[src/rtl/multi_port_regfile.sv]
// Two-read / one-write register file with a sequential clear sweep.
// Optional feature: define REGFILE_BYPASS_EN to forward an accepted write to same-cycle reads.
module multi_port_regfile #(
  parameter int DATA_W   = 16,
  parameter int ADDR_W   = 2,
  parameter bit ZERO_REG = 1'b0
) (
  input  logic              Clock,
  input  logic              Reset,
  input  logic [ADDR_W-1:0] RS,
  input  logic [ADDR_W-1:0] RT,
  input  logic [ADDR_W-1:0] RD,
  input  logic [DATA_W-1:0] WriteData,
  input  logic              RegWrite,
  input  logic              ClearReq,
  output logic [DATA_W-1:0] ReadRS,
  output logic [DATA_W-1:0] ReadRT,
  output logic              Busy,
  output logic              WriteDropped
);

  localparam int DEPTH = 2**ADDR_W;

  typedef enum logic {
    IDLE  = 1'b0,
    CLEAR = 1'b1
  } state_t;

  state_t            state_q, state_d;
  logic [ADDR_W-1:0] cnt_q, cnt_d;
  logic              wdrop_q, wdrop_d;
  logic [DATA_W-1:0] mem_q [DEPTH];
  logic [DATA_W-1:0] mem_d [DEPTH];
  logic              wr_hit_zero;
  logic              wr_accept;

  // Writes to the hardwired zero entry vanish silently; they are not "dropped".
  assign wr_hit_zero = ZERO_REG && (RD == '0);
  assign wr_accept   = RegWrite && (state_q == IDLE) && !wr_hit_zero;

  always_comb begin
    state_d = state_q;
    cnt_d   = cnt_q;
    wdrop_d = 1'b0;
    case (state_q)
      IDLE: begin
        if (ClearReq) begin
          state_d = CLEAR;
          cnt_d   = '0;
        end
      end
      CLEAR: begin
        wdrop_d = RegWrite;
        if (cnt_q == ADDR_W'(DEPTH - 1)) begin
          state_d = IDLE;
        end
        cnt_d = cnt_q + 1'b1;
      end
      default: state_d = IDLE;
    endcase
  end

  // A write and a sweep step are never active in the same cycle.
  always_comb begin
    for (int i = 0; i < DEPTH; i++) begin
      mem_d[i] = mem_q[i];
      if (wr_accept && (RD == ADDR_W'(i))) begin
        mem_d[i] = WriteData;
      end
      if ((state_q == CLEAR) && (cnt_q == ADDR_W'(i))) begin
        mem_d[i] = '0;
      end
    end
    if (ZERO_REG) begin
      mem_d[0] = '0;
    end
  end

  always_ff @(posedge Clock) begin
    if (Reset) begin
      state_q <= IDLE;
      cnt_q   <= '0;
      wdrop_q <= 1'b0;
      for (int i = 0; i < DEPTH; i++) begin
        mem_q[i] <= '0;
      end
    end else begin
      state_q <= state_d;
      cnt_q   <= cnt_d;
      wdrop_q <= wdrop_d;
      for (int i = 0; i < DEPTH; i++) begin
        mem_q[i] <= mem_d[i];
      end
    end
  end

  always_comb begin
    ReadRS = mem_q[RS];
    if (ZERO_REG && (RS == '0)) begin
      ReadRS = '0;
    end
`ifdef REGFILE_BYPASS_EN
    if (wr_accept && (RD == RS)) begin
      ReadRS = WriteData;
    end
`endif
  end

  always_comb begin
    ReadRT = mem_q[RT];
    if (ZERO_REG && (RT == '0)) begin
      ReadRT = '0;
    end
`ifdef REGFILE_BYPASS_EN
    if (wr_accept && (RD == RT)) begin
      ReadRT = WriteData;
    end
`endif
  end

  assign Busy         = (state_q == CLEAR);
  assign WriteDropped = wdrop_q;

endmodule

[config.mk]
export PLATFORM = sky130hd
export DESIGN_NAME = multi_port_regfile
export DESIGN_NICKNAME = d
export VERILOG_FILES = /design/src/rtl/multi_port_regfile.sv
export SDC_FILE = /design/constraint.sdc
export NUM_CORES = 1
export LEC_CHECK = 0
export CORE_UTILIZATION = 45
export CTS_BUF_LIST = sky130_fd_sc_hd__clkbuf_8
export CTS_CLUSTER_SIZE = 24
export DETAILED_ROUTE_END_ITERATION = 10
export HOLD_SLACK_MARGIN = 0.08
export PLACE_DENSITY = 0.74
export SYNTH_ARGS = -nofsm -noshare
export SYNTH_HDL_FRONTEND = slang
export SYNTH_SLANG_ARGS = --single-unit
[constraint.sdc]
create_clock -name Clock -period 1.87 [get_ports Clock]
set_input_delay 0.4675 -clock Clock [delete_from_list [all_inputs] [get_ports Clock]]
set_output_delay 0.4675 -clock Clock [all_outputs]
set_load 0.01 [all_outputs]
### Word level (Yosys, flattened, before mapping)

Memory sizes are Yosys's and may differ from the RTL's.
Cells that the tools add are included.

* output and inout bits: 34
* input port bits: 26
* memories: 1
* bits in writable memories: 64
* logic and storage cells: 57
* bits in registers: 4

Memories
* mem_q: words 4, width 16, rd ports 2, clocked after memory_dff 0, write ports 4, line 32 `logic [DATA_W-1:0] mem_q [DEPTH];`

* multiplexer cells: 20
* eq/ne operators: 11
* reductions and logical operators: 16
* bitwise operators: 5
* add/sub/neg operators: 1

Operator list (number)
* 2-to-1 mux 16 bit: 12
* inequality test 2 bit (second input constant): 5
* logical AND 1 bit: 9
* equality test 2 bit (second input constant): 4
* AND reduction 2 bit: 4
* 2-to-1 mux 1 bit: 5
* equality test 2 x 1 -> 1 bit (second input constant): 2
* zero test 2 bit: 2
* bitwise OR 1 bit: 4
* case mux 2 bit (2 select lines): 1
* adder 2 x 1 -> 2 bit (second input constant): 1
* 2-to-1 mux 2 bit: 1
* case mux 1 bit (2 select lines): 1
* OR reduction 2 bit: 1
* inverter 1 bit: 1

### Longest topological paths before layout

* word-level depth: 6
* mapped depth: 4

### Worst setup path before layout

OpenSTA, ideal clock, no wires.

* path type: input to register
* start: in RD[1]
* end: mem mem_q[0][0], enable pin
* setup time: 0.372 ns
* path slack: -0.135 ns
* stages on the path: 4
* data arrival time: 1.633 ns
* path through: or4b_1 buf_2 buf_6 nand2_1

RTL lines
* from (decl): line 12 `input logic [ADDR_W-1:0] RD,`
* to (decl): line 32

### Worst setup path after layout

* start: in RT[0]
* end: out ReadRT[0]

* cells in the longest elaborated chain, start to end: 1

Ends and longest elaborated chain
* from (decl): line 11 `input logic [ADDR_W-1:0] RT,`
* memory (4 x 16 bit)
* to (decl): line 17 `output logic [DATA_W-1:0] ReadRT,`

Every way passes these cells.

==> metrics list <==
- The run finished, with violations left.
- The checks that failed: setup timing.
- Global routing finished with a remaining overflow of 0.
- Placeable core region: 7250 um^2
* Drt pass-1 iters: 4
- The count of buffers added on input and output ports is 59.
* Global-route wire length before repair: 11100 um
- For this run, the number of Yosys warnings is 0.
- Setup violations remaining at the end of the flow were counted as 7.
* Core Rows: 31
* Sequential area share after synthesis: 59.4%
- Pin count of the biggest net entering global routing: 17
- The via count of the first global-routing pass was 2201.
- The worst setup path is launched from an input pin.
- In this design, the stage delay of the slowest critical-path cell is 520 ps.
* Number of unique standard cell types used by synthesis: 20
* Origin of the worst min-delay path: Busy
* Root Buffer: sky130_fd_sc_hd__clkbuf_8
- Worst reg2reg endpoint: mem_q[0][1]
- Antenna viol nets, final: 0
* Switching Power: 0.852 mW
- Measured on the finished design, the core utilization comes to 62.9%.
- Register bit count reported by yosys: 68
- In this run the cell area measured after placement is 4260 um^2.
- The path with the worst hold slack has its endpoint at WriteDropped.
* CTS clk-pin slew, worst paths: 70 ps
* Most area-consuming cells after synthesis: sky130_fd_sc_hd__edfxtp_1 (57%), sky130_fd_sc_hd__mux4_2 (21%), sky130_fd_sc_hd__nor2_1 (6.2%), sky130_fd_sc_hd__nand2b_1 (3.5%), sky130_fd_sc_hd__dfxtp_1 (2.4%)
- Starting DRT DRC Count: 98
- Per report_power, the sequential group accounts for 47.0% of the total.
- Slack of the critical path: -43.3 ps
- Summed over all instances, the cell type with the most area after synthesis is sky130_fd_sc_hd__edfxtp_1.
- RSZ-0062 raised after global routing: yes
- Startpoint of the worst-slack reg-to-reg timing path: Busy
* Slew margin rel.: 81.6%
* Crit path DAT: 1450 ps
- In the global route stage, overall resource usage came out at 20.7%.
* CP required: 1400 ps
- Fraction of the cycle the final worst path needs: 102%
- Walking the worst path, the cells encountered are buf_8 > buf_12 > buf_6 > mux4_2 > buf_6.
* Max-capacitance violation count: 0
- Highest-delay cell along the critical path: sky130_fd_sc_hd__mux4_2
* Worst Setup End Kind: output pin
- The congestion estimate from routability-driven global placement came to 0.750.
* Die Wd: 88.5 um
* IR drop worst, VDD: 0.485 mV
* Longest Clk Path Bufs: 2
* Total power per unit cell area: 843 nW/um^2
- Gate power share: 16.6%
- The number of buffers and inverters on the critical path is 4.
* Total number of vias: 2177
- In this run, the clock network consumes 36.5% of the power.
- Cell internal power was estimated by the tool at 3.00 mW.
- Via density per instance: 5.27
* Mapped Avg Cell Area: 14.8 um^2
- Number of DRC violations after detailed routing: 0
- Relative to the synthesized area, the layout overhead comes to 35.4%.
- In this run the static leakage power is 1.72 nW.
* Start-to-end type of the worst setup path: in2out
- Setup Total Neg Slack: -132 ps
* H-tree lvl count: 3
- TritonCTS buffer count: 9
- Hold Path Stages: 2
- Top Ports: 60
- Switching portion of total power: 22.1%
- Number of nets produced by synthesis: 257
- R2r worst-path depth: 3
* Largest fanout on the critical path: 7
- Dividing the detail-routed wire length by the instance count gives 17.6 um.
- In the final design database the tool counted 339 nets.
- Fraction of layout instances using a drive strength above 1: 39.2%
* Number of hold-slack violations in the final timing report: 0
* Class of the most critical hold timing path: reg2reg
* Highest Clock Rate: 0.523 GHz
- The tree built by TritonCTS fans out to 68 sinks.
* Initial antenna violation count: 0
- Wires add up to 7260 um.
- Synthesis handed over a netlist of 227 instances.
- Min Tclk post-route: 1910 ps
- Slew Limit Fails: 0
- Cell family contributing the most delay on the critical path: multiplexers
* Clock tree from TritonCTS: yes
* CP most frequent cell: sky130_fd_sc_hd__buf_6
- Post-synthesis instance area: 3370 um^2
* Die area: 7840 um^2
- The HPWL after detailed placement is 4500 um.
- After routing the design area is 4570 um^2.
- Across the routed clock network, the largest skew measured is 2.98 ps.
* Initial cell density of the core: 46.5%
- N_diodes: 0
- Slew at the pin closest to its max-slew limit: 277 ps
- The setup check on the worst reg-to-reg path leaves a slack of 380 ps.
- DIE HEIGHT: 88.5 um
* DP Worst Slack: -817 ps
- The synthesized design devotes to its leading area cell type 57.0% of total area.
- Worst-skew pair later-pin latency: 340 ps
cell families (layout without fill, tap and decap cells):
group	Yosys count	in the layout	share of synthesized area (%)
and+or+nand+nor	96	96	13.8
DFF	68	68	59.4
muxes	32	32	21.4
buffers and inverters	20	107	2.86
AOI/OAI and AO/OA	7	7	1.04
adders and majority gates	4	4	1.48
metal layers:
layer,part of all wire (%),track usage (%),wire length [um]
met3,5.5,4.38,398
met5,0,0,0
met2,56,38.3,4060
met1,38,23.1,2730
met4,0.99,8.50,72
worst reg2reg max path, delay by kind of cell, from the launching register on:
family,cells,cell delay (ps)
buffers and inverters,1,260
flip-flops,1,330
AND/OR/NAND/NOR,2,750
stage by stage:
step / power [mW] / std cells / hold WS [ps]
2_1_floorplan: 2.14 / 227 / 564
3_3_place_gp: 2.47 / 389 / 458
3_5_place_dp: 2.48 / 389 / 466
4_1_cts: 3.86 / 411 / 481
5_1_grt: 3.99 / 413 / 506
6_report: 3.85 / 413 / 476
placed cells by master, fill, tap and decap left out, drive strengths merged:
master | Yosys | layout
nand2b | 19 | 19
buf | 8 | 64
nor2 | 65 | 65
ha | 4 | 4
edfxtp | 64 | 64
clkinv | 0 | 3
clkbuf | 10 | 9
nand4bb | 2 | 2
or4b | 1 | 1
inv | 2 | 3
bufinv | 0 | 3
nand2 | 6 | 6
clkdlybuf4s15 | 0 | 2
or3b | 2 | 2
a21oi | 7 | 7
dfxtp | 4 | 4
mux4 | 32 | 32
clkdlybuf4s50 | 0 | 23
nand4b | 1 | 1
state kept, by name (all words and copies together), names as in the netlist:
signal        flops
mem_q            64
cnt_q             2
Busy              1
WriteDropped      1
cells in the mapped netlist:
cell,number
sky130_fd_sc_hd__ha_1,4
sky130_fd_sc_hd__nor2_1,56
sky130_fd_sc_hd__dfxtp_1,4
sky130_fd_sc_hd__a21oi_1,7
sky130_fd_sc_hd__nand2b_1,19
sky130_fd_sc_hd__or4b_1,1
sky130_fd_sc_hd__nand4b_1,1
sky130_fd_sc_hd__edfxtp_1,64
sky130_fd_sc_hd__mux4_2,32
sky130_fd_sc_hd__buf_2,4
sky130_fd_sc_hd__or3b_2,2
sky130_fd_sc_hd__nor2_2,9
sky130_fd_sc_hd__clkbuf_2,1
sky130_fd_sc_hd__clkbuf_1,9
sky130_fd_sc_hd__buf_4,2
sky130_fd_sc_hd__buf_1,1
sky130_fd_sc_hd__nand2_1,6
sky130_fd_sc_hd__nand4bb_1,2
sky130_fd_sc_hd__inv_1,2
sky130_fd_sc_hd__buf_6,1
area by class of cell:
cell class                      count  area [um^2]
Tap cell                           99          124
Fill cell                         562         2690
Sequential cell                    68         2000
Clock inverter                      7          106
Clock buffer                        9          124
Multi-Input combinational cell    139         1270
Timing Repair Buffer               89          927
Inverter                            2         7.51
worst max path at each step:
stage,start,end,slack (ps),cells after the start
6_report,RT[0],ReadRT[0],-40,5
5_1_grt,RT[0],ReadRT[0],-60,5
4_1_cts,RT[0],ReadRT[0],-60,5
3_5_place_dp,RT[0],ReadRT[0],-820,4
3_3_place_gp,RS[0],ReadRS[4],-810,4
2_1_floorplan,RS[0],ReadRS[10],2,3
what timing repair did:
action,CTS,global route
hold buffers,0,0
gates resized for setup,161,6
setup endpoints to repair,32,14
buffers inserted,3,2
gates cloned,3,0
power groups by stage:
| stage | combinational (mW) | clock, mW | sequential, mW |
|---|---|---|---|
| 2_1_floorplan | 0.314 | 0 | 1.83 |
| 3_3_place_gp | 0.633 | 0 | 1.83 |
| 3_5_place_dp | 0.640 | 0 | 1.84 |
| 4_1_cts | 0.621 | 1.43 | 1.81 |
| 5_1_grt | 0.680 | 1.49 | 1.82 |
| 6_report | 0.638 | 1.40 | 1.81 |
Power figures use the tool's default switching activity.
